**src/rtl/hazard_controller.sv**
```systemverilog
// Pipeline sequencing controller for the 5-stage core: stall/flush enables from
// memory waits, taken branches and load-use hazards, plus a memory-wait watchdog.
module hazard_controller #(
  parameter int unsigned TIMEOUT = 255,
  parameter int unsigned CNT_W   = 16
) (
  input  logic             clk,
  input  logic             reset,
  input  logic [4:0]       Rs1_D,
  input  logic [4:0]       Rs2_D,
  input  logic             Uses_Rs2_D,
  input  logic             MemRead_E,
  input  logic [4:0]       Rd_E,
  input  logic             PCSrc_E,
  input  logic             MemAccess_M,
  input  logic             dmem_ready,
  output logic             PC_Stall,
  output logic             IF_ID_Stall,
  output logic             ID_EX_Stall,
  output logic             EX_MEM_Stall,
  output logic             IF_ID_Flush,
  output logic             ID_EX_Flush,
  output logic             MEM_WB_Flush,
  output logic             mem_timeout,
  output logic [CNT_W-1:0] stall_count,
  output logic [CNT_W-1:0] flush_count
);

  typedef enum logic [1:0] {
    RUN      = 2'd0,
    MEM_WAIT = 2'd1,
    ERROR    = 2'd2
  } state_t;

  localparam logic [15:0]      TIMEOUT_L = 16'(TIMEOUT);
  localparam logic [CNT_W-1:0] CNT_MAX   = '1;

  state_t           r_state;
  state_t           w_nextState;
  logic [15:0]      r_waitCnt;
  logic [15:0]      w_nextWait;
  logic             r_memTimeout;
  logic [CNT_W-1:0] r_stallCount;
  logic [CNT_W-1:0] r_flushCount;

  logic w_memStall;
  logic w_loadUse;
  logic w_memOut;
  logic w_branchOut;
  logic w_loadUseOut;

  assign w_memStall = MemAccess_M & ~dmem_ready;
  assign w_loadUse  = MemRead_E & (Rd_E != 5'd0) &
                      ((Rd_E == Rs1_D) | (Uses_Rs2_D & (Rd_E == Rs2_D)));

  // Memory stall outranks branch, which outranks load-use; ERROR freezes everything.
  always_comb begin
    w_nextState  = r_state;
    w_nextWait   = r_waitCnt;
    w_memOut     = 1'b0;
    w_branchOut  = 1'b0;
    w_loadUseOut = 1'b0;
    case (r_state)
      RUN: begin
        if (w_memStall) begin
          w_memOut    = 1'b1;
          w_nextState = MEM_WAIT;
          w_nextWait  = 16'd1;
        end else if (PCSrc_E) begin
          w_branchOut = 1'b1;
        end else if (w_loadUse) begin
          w_loadUseOut = 1'b1;
        end
      end
      MEM_WAIT: begin
        if (w_memStall) begin
          w_memOut = 1'b1;
          if (r_waitCnt >= TIMEOUT_L) begin
            w_nextState = ERROR;
          end else begin
            w_nextWait = r_waitCnt + 16'd1;
          end
        end else begin
          w_nextState = RUN;
          w_nextWait  = 16'd0;
          if (PCSrc_E) begin
            w_branchOut = 1'b1;
          end else if (w_loadUse) begin
            w_loadUseOut = 1'b1;
          end
        end
      end
      ERROR: begin
        w_memOut = 1'b1;
      end
      default: begin
        w_nextState = RUN;
        w_nextWait  = 16'd0;
      end
    endcase
  end

  always_comb begin
    PC_Stall     = 1'b0;
    IF_ID_Stall  = 1'b0;
    ID_EX_Stall  = 1'b0;
    EX_MEM_Stall = 1'b0;
    IF_ID_Flush  = 1'b0;
    ID_EX_Flush  = 1'b0;
    MEM_WB_Flush = 1'b0;
    if (!reset) begin
      PC_Stall     = w_memOut | w_loadUseOut;
      IF_ID_Stall  = w_memOut | w_loadUseOut;
      ID_EX_Stall  = w_memOut;
      EX_MEM_Stall = w_memOut;
      IF_ID_Flush  = w_branchOut;
      ID_EX_Flush  = w_branchOut | w_loadUseOut;
      MEM_WB_Flush = w_memOut;
    end
  end

  always_ff @(posedge clk or posedge reset) begin
    if (reset) begin
      r_state      <= RUN;
      r_waitCnt    <= 16'd0;
      r_memTimeout <= 1'b0;
    end else begin
      r_state      <= w_nextState;
      r_waitCnt    <= w_nextWait;
      r_memTimeout <= (w_nextState == ERROR);
    end
  end

  // Counters saturate instead of wrapping so a long run never reads as a short one.
  always_ff @(posedge clk or posedge reset) begin
    if (reset) begin
      r_stallCount <= '0;
      r_flushCount <= '0;
    end else begin
      if (PC_Stall && (r_stallCount != CNT_MAX)) begin
        r_stallCount <= r_stallCount + 1'b1;
      end
      if (w_branchOut && (r_flushCount != CNT_MAX)) begin
        r_flushCount <= r_flushCount + 1'b1;
      end
    end
  end

  assign mem_timeout = r_memTimeout;
  assign stall_count = r_stallCount;
  assign flush_count = r_flushCount;

endmodule
```
**config.mk**
```make
export PLATFORM = sky130hd
export DESIGN_NAME = hazard_controller
export DESIGN_NICKNAME = d
export VERILOG_FILES = /design/src/rtl/hazard_controller.sv
export SDC_FILE = /design/constraint.sdc
export NUM_CORES = 1
export LEC_CHECK = 0
export ABC_CLOCK_PERIOD_IN_PS = 1900
export CAP_MARGIN = 20
export CORE_MARGIN = 4
export CORE_UTILIZATION = 46
export CTS_BUF_LIST = sky130_fd_sc_hd__clkbuf_2 sky130_fd_sc_hd__clkbuf_4 sky130_fd_sc_hd__clkbuf_8
export CTS_CLUSTER_SIZE = 8
export DETAILED_ROUTE_END_ITERATION = 10
export HOLD_SLACK_MARGIN = 0.08
export PLACE_DENSITY = 0.78
export SYNTH_ARGS = -nofsm -noshare
export SYNTH_HDL_FRONTEND = slang
export SYNTH_SLANG_ARGS = --single-unit
```
**constraint.sdc**
```tcl
create_clock -name clk -period 1.9 [get_ports clk]
set_input_delay 0.285 -clock clk [delete_from_list [all_inputs] [get_ports clk]]
set_output_delay 0.285 -clock clk [all_outputs]
set_load 0.01 [all_outputs]
```
# Yosys cells after proc, flatten, opt, wreduce, memory -nomap -nowiden
# Index checks and enable logic that the tools add are counted.
# W data, S select, Z words.
[word_totals]
regBits = 51
inputBits = 22
[classes]
addsub = 3
n_lt_le_gt_ge = 1
eq_ne = 9
muxes = 21
bitwise_logic = 9
reduce_logical = 6
[op_table]
columns = ["cell", "count"]
rows = [
  ["$add A16 B1 Y16 const B", 3],
  ["$mux W16", 3],
  ["$pmux W16 S3", 1],
  ["$ne A16 B16 Y1 const B", 2],
  ["$ge A16 B8 Y1 const B", 1],
  ["$mux W1", 12],
  ["$eq A5 B5 Y1", 2],
  ["$mux W2", 3],
  ["$pmux W2 S3", 1],
  ["$reduce_bool A5 Y1", 1],
  ["$and A1 B1 Y1", 4],
  ["$eq A2 B2 Y1 const B", 2],
  ["$ne A3 B3 Y1 const B", 1],
  ["$or A1 B1 Y1", 3],
  ["$reduce_and A3 Y1", 1],
  ["$eq A2 B1 Y1 const B", 1],
  ["$logic_and A1 B1 Y1", 2],
  ["$logic_not A2 Y1", 1],
  ["$ne A2 B2 Y1 const B", 1],
  ["$not A1 Y1", 2],
  ["$pmux W1 S2", 1],
  ["$reduce_or A2 Y1", 1],
]

# Depth between registers and ports, before layout
# Gate-level depths: netlist of the first run.
[logic_depth]
word_depth = 11
mapped_depth = 8
mapped_depth_nobuf = 7

# Worst setup path after synthesis of the first run
# OpenSTA, ideal clock, no wires.
[synth_timing]
kind = "flip-flop to flip-flop"
start = "register r_stallCount[0], in the netlist stall_count[0]"
end = "register r_stallCount[1], in the netlist stall_count[1]"
setup_ns = 0.125
t_arrival_ns = 1.962
required_ns = 1.775
setup_slack_ns = -0.186
stages_incl_launch_ff = 8
period_less_slack_ns = 2.086
cell_sequence = "dfrtp_1 ha_1 and4_1 clkbuf_1 nand4_1 nor2_1 nor2_1 mux2_2"
[synth_via]
elab_chain_len = 2
word_cells_on_any_way = 3
classes_between = "add/sub: 1; eq/ne: 1; reduce/logical: 1"
[synth_lines]
columns = ["element", "line_no", "source"]
rows = [
  ["from (decl)", "43", "logic [CNT_W-1:0] r_stallCount;"],
  ["from (signal assigned)", "141", "r_stallCount <= r_stallCount + 1'b1;"],
  ["parallel branches: the longest is 2 deep, another holds $add A16 B1 Y16", "--", ""],
]
# Parallel ways; which one is timed is not known.
# A chain may end at the register's enable or synchronous reset.

# Final worst setup path of the first run
[layout_timing]
start = "register r_waitCnt[10]"
end = "register r_waitCnt[3]"
[layout_via]
elab_chain_len = 3
[layout_lines]
columns = ["element", "line_no", "source"]
rows = [
  ["from (decl)", "40", "logic [15:0] r_waitCnt;"],
  ["from (signal assigned)", "129", "r_waitCnt <= w_nextWait;"],
  ["$ge A16 B8 Y1", "78", "if (r_waitCnt >= TIMEOUT_L) begin"],
  ["$ne A3 B3 Y1 (no line)", "--", ""],
  ["$reduce_and A3 Y1 (no line)", "--", ""],
]
# Every way passes these cells.

==> metrics.md, run 1 <==
| Metric | Value |
|---|---|
| Area contributors post-synth | dfrtp_1 50%, xnor2_1 7.3%, xor2_1 5.5% |
| Synthesized cell area | 2530 sq um |
| Drt first pass iters | 4 |
| Grt ovf | 0 |
| Die area | 6760 sq um |
| Total nets after synthesis | 268 |
| Violated checks | setup timing |
| Fin area | 3790 sq um |
| Synthesis Warnings | 0 |
| Chip Width | 82.2 um |
| Final #Nets | 375 |
| TritonCTS Sinks | 51 |
| Clock buffer depth | 2 |
| Cell Pwr Density | 800 nW/um^2 |
| GP Congestion | 0.802 |
| Area leader, netlist | dfrtp_1 |
| Port buffer count | 61 |
| Root Driver | clkbuf_8 |
| Outcome | complete, but fails checks |
| CP required | 2.09 ns |
| Fin. Hold Viols | 0 |
| CORE AREA | 5240 sq um |
| Placed inst area | 3540 sq um |
| Total GRT Usage | 19.9% |
| Flop-to-flop setup slack | -0.05 ns |
| Place WS | -0.651 ns |
| Synth unique cells | 45 |
| Max VDD drop | 901 uV |
| DRC Markers | 0 |
| H-tree depth | 2 |
| Routed WL | 6290 um |
| Skew-Pair Late Insertion Delay | 0.30 ns |
| Vias per std cell | 5.34 |
| Cell Rows | 26 |
| Critical R2R Capture | r_waitCnt[3] |
| CP Launch Type | register |
| Crit end category | register |
| Num CTS Buffers | 5 |
| Sequential cell area fraction in the yosys report | 50.3% |
| PnR worst setup slack | -0.0460 ns |
| Starting density of the core | 48.4% |
| Synth top area share | 50.3% |
| Total number of vias | 2243 |
| Synthesized area per cell | 10.4 sq um |
| HP Class | in2async |
| DRT antenna net count | 0 |
| Main synth FF type | dfrtp_1 |
| Critical Path AT | 2.13 ns |
| DP HPWL | 4630 um |
| Die Y-Extent | 82.2 um |
| FF+latch count, synth | 51 |
| Fin cells | 420 |
| WL/cell | 15.0 um |
| Worst slew pin tran | 0.429 ns |
| Dpl cells | 408 |
| FF-to-FF Start | r_waitCnt[10] |
| Final period demand of the worst path | 1.95 ns |
| Slew Limit Fails | 0 |
| R2R depth | 7 |
| Leak pwr | 0.00170 uW |
| Crit path max fanout | 5 |
| Starting DRT DRC Count | 156 |
| Fmax | 514 MHz |
| Synth Instances | 243 |
| Clock transition at the registers of the reported paths | 0.09 ns |
| RSZ-0062 raised after global routing | true |
| Period utilization | 102% |
| Antenna diode count | 0 |
| Final Skew | 0.00393 ns |
| First-pass GRT wire length | 10300 um |
| Worst hold slack | 0.445 ns |
| Final setup fails | 6 |
| Synth-to-Final Area Change | 49.6% |
| Antenna violations before repair | 0 |
| Async set or reset register ratio after synthesis | 100% |
| Most common cell after layout, fill and taps aside | dfrtp_1 |
| Slew HR | 71.3% |
| EDFF count, synth | 0 |
| Kind of critical path | reg2reg |
| Share of cells above drive strength 1 | 27.1% |
| Commonest non-fill, non-tap cells in the layout | 51 x dfrtp_1, 47 x clkdlybuf4s50_1, 40 x buf_4 |
| IO Pins | 62 |
| Max_cap viols | 0 |
| Pin count of the biggest net entering global routing | 21 |
| CTS tree | built |
| Vias in the first global route | 2278 |
[worst max path at each step]
stage                     cells past startpoint     startpoint  slack [ns]           end
after CTS                                     6        Rd_E[2]       -0.07   IF_ID_Stall
after global routing                          7  r_waitCnt[10]       -0.13  r_waitCnt[4]
after global placement                        6        Rd_E[1]       -0.61      PC_Stall
final                                         7  r_waitCnt[10]       -0.05  r_waitCnt[3]
after floorplan                               6  r_waitCnt[10]       -0.04  r_waitCnt[4]
after detailed placement                      6        Rd_E[1]       -0.65   IF_ID_Stall
[registers in the layout, summed over array words and instances (netlist names)]
name and count:
flush_count 16, r_waitCnt 16, stall_count 16, r_state 2
mem_timeout 1
[power breakdown]
part	switching [uW]	leakage [uW]	internal, uW
registers	137	0.000667	1220
logic	445	0.000981	602
clock network	337	0.0000470	286
[per-stage QoR]
stage	setup TNS, ns	power [uW]	utilization [%]
finish	-0.129	3030	72.4
CTS	-0.209	3000	70.2
detailed placement	-13.66	2360	67.7
global placement	-12.08	2330	67.7
floorplan	-0.103	1760	-
global route	-1.01	3230	72.4
[metal layers]
metal,GRT usage [%],vias up,wire length (um)
met1,25.5,1118,2730
met3,5.64,5,315
met5,0,-,0
met4,5.15,0,48
met2,32.9,46,3190
li1,-,1074,-
[worst max-delay path, stage by stage (launching register included)]
cell	delay [ns]
dfrtp_1	0.39
or4_4	0.54
a311oi_4	0.31
buf_6	0.17
nand4_1	0.12
a21o_1	0.18
nand2_1	0.05
o31ai_1	0.07
[what timing repair did]
| item | CTS | global route |
|---|---|---|
| hold buffers | 0 | 0 |
| gates resized for setup | 48 | 25 |
| buffers inserted | 2 | 3 |
| endpoints found under the setup margin | 31 | 21 |
| pin swaps | 7 | 12 |
| gates cloned | 1 | 0 |
[layout make-up]
cell class	instances	area, sq um
fill	374	1450
inverter	4	15.0
clock inverter	1	5.00
timing repair buffer	107	975
sequential	51	1280
multi-input combinational	181	1350
tap	70	87.6
clock buffer	6	82.6
[cells by family after synthesis]
family	count (synthesis)	synth area share, %
AO/OA/AOI/OAI	36	10.2
AND/OR/NAND/NOR	103	22.1
flip-flops	51	50.3
multiplexers	2	0.888
buffers and inverters	11	2.22
XOR/XNOR	37	12.8
adder cells (fa/ha/maj)	3	1.48
[synth_stat cells, types with 4 or more instances]
library cell,instances
a21oi_1,9
a31oi_1,5
and2_1,9
and4_1,4
buf_4,4
dfrtp_1,51
nand2_1,29
nand3_1,11
nand4_1,9
nor2_1,14
nor3_1,7
o21ai_0,5
o31ai_1,5
xnor2_1,21
xor2_1,16
(Power assumes the default switching activity.)
==> run 2: changes to the inputs <==
Settings changed: SLEW_MARGIN set to 20.
==> results of run 2 <==
Same layout as run 1: the final DEF is identical, and so are final timing and power.
==> run 3: changes to the inputs <==
Settings changed: ABC_CLOCK_PERIOD_IN_PS 1900 to 1640, CORE_UTILIZATION 46 to 30, PLACE_DENSITY 0.78 to unset.
Clock period 1.9 ns to 1.64 ns, I/O delays scaled along.
==> run 3 against run 2 <==
Against the previous run:
- the flow still finishes with violations (setup timing)
- register-to-register slack got worse by 0.24 ns
- sequential share of layout area decreased by 5.5 points
- sequential power increased by 11%
- via count increased by 4.6%
- clock skew increased by 0.0026 ns
- fmax increased by 1.3%
- die area increased by 48%
- final cell count increased by 19%
- critical path depth unchanged
- combinational power increased by 47%
==> metrics.md, run 3 (same netlist as run 1, synthesis figures left out) <==
| Metric | Value |
|---|---|
| Cell Pwr Density | 905 nW/um^2 |
| Clock Power Share | 25.6% |
| Clock transition at the registers of the reported paths | 0.09 ns |
| Hold depth | 1 |
| FF-to-FF Start | r_waitCnt[9] |
| Register area | 1280 sq um |
| Pin count of the biggest net entering global routing | 35 |
| DRC Markers | 0 |
| Place WS | -0.833 ns |
| CORE AREA | 8220 sq um |
| Sw Pwr | 1220 uW |
| DRT antenna net count | 0 |
| Crit end category | register |
| Slew Limit Fails | 0 |
| Critical path's top delay family | simple AND/OR/NAND/NOR gates |
| Routed WL | 7090 um |
| PnR worst setup slack | -0.282 ns |
| Min-delay src | r_waitCnt[10] |
| Cell Rows | 33 |
| Flop-to-flop setup slack | -0.28 ns |
| Total GRT Usage | 15.0% |
| HP Class | reg2reg |
| Grt ovf | 0 |
| Final #Nets | 417 |
| Leak pwr | 0.00209 uW |
| Worst slew pin tran | 0.432 ns |
| Max incr delay on CP | 0.55 ns |
| Multi-input logic area | 1610 sq um |
| Starting DRT DRC Count | 95 |
| Critical Path AT | 2.12 ns |
| Die area | 9980 sq um |
| Fin. Hold Viols | 0 |
| Hold EP | r_waitCnt[10] |
| Starting density of the core | 30.9% |
| Kind of critical path | reg2reg |
| Antenna diode count | 0 |
| Critical R2R Capture | r_waitCnt[3] |
| Root Driver | clkbuf_8 |
| Slowest CP cell | or4_4 |
| CP Launch Type | register |
| Max_cap viols | 0 |
| CTS tree | built |
| RSZ-0062 raised after global routing | true |
| Worst-path cell chain | or4_4 > a311oi_4 > buf_4 > nand4_1 > a21o_1 > nand2_1 > o31ai_1 |
| Internal | 2880 uW |
| Share of cells above drive strength 1 | 43.8% |
| Comb power frac | 37.7% |
| DP HPWL | 5190 um |
| Crit path max fanout | 4 |
| R2R depth | 7 |
| Max VDD drop | 867 uV |
| Hold buffers post-CTS | 0 |
| IO Pins | 62 |
| Final Skew | 0.00652 ns |
| Vias in the first global route | 2462 |
| Antenna violations before repair | 0 |
| Final period demand of the worst path | 1.92 ns |
| Fmax | 520 MHz |
| Flop pwr share | 36.7% |
| WL/cell | 14.2 um |
| Vias per std cell | 4.71 |
| Commonest non-fill, non-tap cells in the layout | 69 x buf_4, 50 x dfrtp_1, 30 x clkdlybuf4s50_1 |
| CP required | 1.84 ns |
| Total number of vias | 2347 |
| Drt first pass iters | 4 |
| GP Congestion | 0.830 |
| Skew-Pair Late Insertion Delay | 0.31 ns |
| Period utilization | 117% |
| Filler cells | 661 |
| Synth-to-Final Area Change | 78.7% |
| Violated checks | setup timing |
| Outcome | complete, but fails checks |
| TritonCTS Sinks | 51 |
| Num CTS Buffers | 5 |
| Sw Ratio | 29.8% |
| First-pass GRT wire length | 12100 um |
| Clock buffer depth | 2 |
| Port buffer count | 61 |
| CP bufs+invs | 1 |
| H-tree depth | 2 |
| Die Y-Extent | 99.9 um |
| WP depth | 7 |
| Chip Width | 99.9 um |
| Overall power | 4100 uW |
| Slew HR | 71.1% |
| Final setup fails | 44 |
| Most common cell after layout, fill and taps aside | buf_4 |
-- run 3: cell count changes in the layout (fill, tap and decap cells not counted), sizes merged, moves of 2 or more --
cell           before  now
buf                53   98
bufinv              0    2
clkbuf              8    6
clkdlybuf4s50      47   30
dlygate4sd2         3   12
dlymetal6s2s        1    8
-- run 3: through the flow --
| stage | hold slack (ns) | instance area (sq um) | instances | TNS, ns | util, % |
|---|---|---|---|---|---|
| 2_1_floorplan | 0.438 | 2690 | 243 | -5.43 | - |
| 3_3_place_gp | 0.471 | 3970 | 479 | -27.52 | 48.3 |
| 3_5_place_dp | 0.476 | 3970 | 479 | -27.80 | 48.3 |
| 4_1_cts | 0.501 | 4380 | 495 | -6.96 | 53.3 |
| 5_1_grt | 0.507 | 4530 | 498 | -11.02 | 55.1 |
| 6_report | 0.497 | 4530 | 498 | -6.92 | 55.1 |
-- run 3: layout make-up --
type	count	share of cell area, %
inverter	4	0.387
sequential	51	28.2
clock inverter	2	1.33
tap	105	2.90
timing repair buffer	149	30.0
multi-input combinational	181	35.5
clock buffer	6	1.69
-- run 3: worst max-delay path by stage --
stage | slack [ns] | to | from
floorplan | -0.30 | r_waitCnt[3] | r_waitCnt[10]
global placement | -0.82 | IF_ID_Stall | Rd_E[1]
detailed placement | -0.83 | stall_count[15] | Rd_E[1]
CTS | -0.28 | r_waitCnt[3] | r_waitCnt[9]
global route | -0.36 | r_waitCnt[2] | r_waitCnt[8]
finish | -0.28 | r_waitCnt[3] | r_waitCnt[9]
-- run 3: routing by layer --
metal  vias up  routed length [um]  track usage [%]
li1       1153                   -                -
met5         -                   0                0
met1      1135                3330             21.1
met2        51                3360             23.0
met3         8                 297             3.47
met4         0                 102             4.31
-- run 3: power groups by stage --
stage	Sequential (uW)	Clock [uW]	Combinational [uW]
2_1_floorplan	1690	0	380
3_3_place_gp	1520	0	1360
3_5_place_dp	1530	0	1370
4_1_cts	1500	1070	1480
5_1_grt	1530	1140	1670
6_report	1510	1050	1540
-- run 3: repair_timing --
item	CTS	global route
setup endpoints to repair	50	59
pin swaps	49	17
buffers inserted	9	4
gates resized for setup	110	32
==> patch 1 (settings of run 1) <==
Set the parameter `CNT_W` to 32 (it was 16).
--- a/src/rtl/hazard_controller.sv
+++ b/src/rtl/hazard_controller.sv
@@ -2,7 +2,7 @@
 // memory waits, taken branches and load-use hazards, plus a memory-wait watchdog.
 module hazard_controller #(
   parameter int unsigned TIMEOUT = 255,
-  parameter int unsigned CNT_W   = 16
+  parameter int unsigned CNT_W   = 32
 ) (
   input  logic             clk,
   input  logic             reset,
Ports: changed (resized flush_count and stall_count); port bits go from 62 to 94. No check against the original RTL was run, so the function may have changed too.
==> patch 1 against run 1 <==
- the run still ends with negative setup slack left
- clock power is 120% higher
- sequential cell count increased by 32
- critical path depth grew 2
- worst setup slack worse by 0.18 ns
- power increased by 56%
- combinational power is 25% higher
- cell area increased by 87%
- highest routed layer unchanged
- synthesized area rose by 67%
- non-clock buffer count grew 101
- routed wire length up 150%
==> patch 1: results (changes against run 1) <==
status=complete, but fails checks; failing checks=negative setup slack; Post-synth top cells=83 x dfrtp_1, 46 x xor2_1, 36 x nand2_1, 36 x nor2_1, 31 x xnor2_1; R2R depth=9 (+2); CP max FO=6 (+1); final setup fails=44 (+38); Iteration-0 DRC Markers=224 (+44%); final WL=15600 um (+150%); post-synth cell types=48 (+6.7%); Final Util=80.0% (+7.7 points); Post-Syn Nets=439 (+64%); vias in the first global route=4399 (+93%); crit path setup slack, layout=-0.224 ns (-0.178 ns); final cell count without fillers=733 (+75%); initial antenna violation count=1 (+1); DRT met1 WL=5910 um (+120%); Fin Hold WS=0.465 ns (+0.0199 ns); actual slew at the worst max-slew pin=0.447 ns (+0.0172 ns); largest net degree at the start of global routing=38 (+81%); drt pass-1 iters=5 (+1); dominant cells by area after synthesis=dfrtp_1 49%, xor2_1 9.5%, xnor2_1 6.4%; overall fraction of global-route tracks in use=26.2% (+6.3 points); worst vdd ir=593 uV (-34%); reg2reg end=stall_count[22]$_DFFE_PP0P_; cts bufs inserted=9 (+4); met1 usage in global routing=32.1% (+6.6 points); highest-delay cell along the critical path=or3b_4; metal3 WL=931 um (+200%); met3 Usage GRT=4.35% (-1.3 points); Post-DP Area=0.00599 mm^2 (+69%)
[patch 1: changes by cell type after synthesis, sizes merged, moves of 5 or more]
cell,delta
dfrtp,+32
nor3,+13
inv,+6
xnor2,+10
nand2,+6
nand3,+14
o31ai,-5
buf,+5
and3,+8
nor4,+11
nor2,+21
xor2,+30
nand4,+15
[patch 1: worst max path at each step]
stage	startpoint	endpoint	slack, ns
after global placement	Rd_E[3]	IF_ID_Stall	-0.61
final	r_state[1]$_DFF_PP0_	stall_count[22]$_DFFE_PP0P_	-0.22
after detailed placement	Rd_E[3]	stall_count[25]$_DFFE_PP0P_	-0.62
after floorplan	r_state[1]$_DFF_PP0_	stall_count[28]$_DFFE_PP0P_	-0.07
after global routing	r_state[1]$_DFF_PP0_	stall_count[22]$_DFFE_PP0P_	-0.25
after CTS	r_state[1]$_DFF_PP0_	IF_ID_Stall	-0.15
[patch 1: layout make-up]
class	instances	area share [%]
clock inverter	3	0.919
sequential	83	29.4
antenna	1	0.0353
clock buffer	11	1.96
multi-input combinational	309	37.7
timing repair buffer	208	27.5
inverter	10	0.618
tap	108	1.91
[patch 1: repair_timing]
action	CTS	global route
cloned	2	1
hold buffers	0	0
endpoints found under the setup margin	51	74
pin swaps	42	41
gates resized for setup	110	63
buffers inserted	6	17
[patch 1: power by group]
part / total [mW] / internal [mW] / switching [mW]
Clock: 1.39 / 0.755 / 0.639
Sequential: 2.01 / 1.90 / 0.116
Combinational: 1.31 / 0.693 / 0.617
[patch 1: cell families (layout without fill, tap and decap cells)]
kind of cell	count (synthesis)	in the layout	synth area share, %
fa+ha+maj	3	3	0.886
xor+xnor	77	77	15.9
other cells	0	1	0
mux	3	3	0.768
simple gates	200	200	25.9
flops	83	83	49.0
buf+inv	22	232	2.69
compound gates	26	26	4.82
==> patch 2 (settings of run 1) <==
Without the edit above. Make the reset (`reset`) synchronous in 2 clocked blocks.
--- a/src/rtl/hazard_controller.sv
+++ b/src/rtl/hazard_controller.sv
@@ -119,7 +119,7 @@
     end
   end
 
-  always_ff @(posedge clk or posedge reset) begin
+  always_ff @(posedge clk) begin
     if (reset) begin
       r_state      <= RUN;
       r_waitCnt    <= 16'd0;
@@ -132,7 +132,7 @@
   end
 
   // Counters saturate instead of wrapping so a long run never reads as a short one.
-  always_ff @(posedge clk or posedge reset) begin
+  always_ff @(posedge clk) begin
     if (reset) begin
       r_stallCount <= '0;
       r_flushCount <= '0;
Function: differs if reset is asserted again (counterexample within 4 cycles, from zero or initial values and one cycle with reset high); with reset held inactive, the same outputs for 10 cycles.
==> patch 2 against run 1 <==
- worst setup slack improved by 0.070 ns
- global-route usage down 0.80 points
- critical path depth is the same
- core utilization is 0.92 points lower
- sequential cell count unchanged
- cell area rose by 3.2%
- routed wire length rose by 11%
- synthesized area grew 2.3%
- first-iteration DRC count fell by 58%
- hold slack worse by 0.041 ns
- highest routed layer unchanged
Power is not compared: it rests on default switching activity, and its combinational part moved more than twofold at a synthesized area within 25%.
==> patch 2: results (changes against run 1) <==
via count=2491 (+11%); status=completed; CTS Buffer Depth=2 (unchanged); post-synth cell types=55 (+22%); Worst Hold Class=input pin to flip-flop; mux cell area share after synthesis=3.14% (+2.2 points); overall fraction of global-route tracks in use=19.0% (-0.80 points); post-synthesis compound-gate area fraction=13.1% (+2.9 points); final WL=6980 um (+11%); Placer Congestion=0.832 (+3.7%); share of cells above drive strength 1=28.6% (+1.5 points); dominant cells by area after synthesis=dfxtp_1 39%, nor2_1 4.9%, nand3_1 4.8%; final cell count without fillers=467 (+11%); Rel. slew slack=72.1% (+0.80 points); max_cap viols=0 (unchanged); worst vdd ir=378 uV; vias in the first global route=2413 (+5.9%); dpl hpwl=4590 um (-0.80%); drt pass-1 iters=4 (unchanged); Post-Syn Nets=318 (+19%); CP max FO=3 (-2); Seq/Total Area, Yosys=39.4% (-11 points); Synth Area in XOR/XNOR=8.78% (-4.0 points); dominant synthesized flop cell=dfxtp_1; Iteration-0 DRC Markers=66 (-58%); highest-delay cell along the critical path=or4_4; Total Nets Final=419 (+12%); Worst EP arrival=1.59 ns (-0.54 ns); Post-synth top cells=51 x dfxtp_1, 34 x nor2_1, 25 x nand3_1; FFs w/ async S/R, synth=0% (-100 points); first-pass GRT wire length=11200 um (+8.9%); Cells after DPL=450 (+10%); post-route clock skew=0.0113 ns (+0.00733 ns); largest net degree at the start of global routing=33 (+57%); Syn Inst Count=293 (+21%); Post-DP Area=0.00349 mm^2 (-1.4%); adder-cell share of the synthesized area=1.45% (-0.033 points)
==> patch 2: changes by cell type after synthesis, moves of 6 or more <==
cell and change:
a21oi_2 +6, dfrtp_1 -51, dfxtp_1 +51, nand2_1 -10
nand3_1 +14, nor2_1 +20, xnor2_1 -8
==> patch 2: metrics by stage <==
stage	utilization [%]	hold WS [ns]
CTS	69.0	0.475
global route	71.5	0.432
global placement	63.9	0.443
floorplan	-	0.430
finish	71.5	0.404
detailed placement	63.9	0.445
==> patch 2: logic make-up after synthesis <==
family          Yosys count
xor+xnor                 26
mux                       7
fa+ha+maj                 3
compound gates           44
simple gates            143
buf+inv                  19
flops                    51
==> patch 2: worst paths after layout <==
check                            start                     endpoint  cells after the start  slack [ns]
max                            Rd_E[4]                  IF_ID_Stall                      7        0.02
min                              reset    r_waitCnt[1]$_SDFFE_PP0P_                      3        0.40
max reg2reg      r_state[1]$_SDFF_PP0_  stall_count[4]$_SDFFE_PP0P_                      8        0.02
min reg2reg  r_waitCnt[9]$_SDFFE_PP0P_    r_waitCnt[9]$_SDFFE_PP0P_                      1        0.48
==> patch 2: report_power, final <==
group | total [mW] | switching [mW] | internal, mW | leakage, nW
Combinational | 0.265 | 0.124 | 0.141 | 1.04
Clock | 0.774 | 0.374 | 0.400 | 0.0587
Sequential | 1.08 | 0.00822 | 1.07 | 0.413
Total | 2.12 | 0.506 | 1.62 | 1.51
==> patch 2: area by class of cell <==
cell class,instances,area [um^2]
flip-flops and latches,51,1030
inverters,6,22.5
clock inverters,3,47.5
clock buffers,5,68.8
repair buffers,107,1000
fillers,422,1560
well taps,72,90.1
multi-input cells,223,1650
==> patch 2: timing repair <==
item / CTS / global route
pin swaps: 16 / 15
gates cloned: 1 / 1
hold buffers: 0 / 0
gates resized for setup: 71 / 29
endpoints found under the setup margin: 21 / 28
setup buffers: 5 / 3
==> patch 2: per-layer routing <==
layer | GRT usage (%) | vias up | share of wire, % | wire, um
li1 | - | 1252 | - | -
met1 | 23.9 | 1186 | 43 | 2990
met2 | 33.8 | 47 | 53 | 3720
met3 | 3.67 | 6 | 2.7 | 190
met4 | 4.01 | 0 | 1.0 | 72
met5 | 0 | - | 0 | 0
==> patch 2: worst max-delay path: cells and delay by family <==
| kind | cells | cell delay (ns) |
|---|---|---|
| AND/OR/NAND/NOR | 3 | 0.72 |
| buffers and inverters | 3 | 0.33 |
| AO/OA/AOI/OAI | 1 | 0.25 |
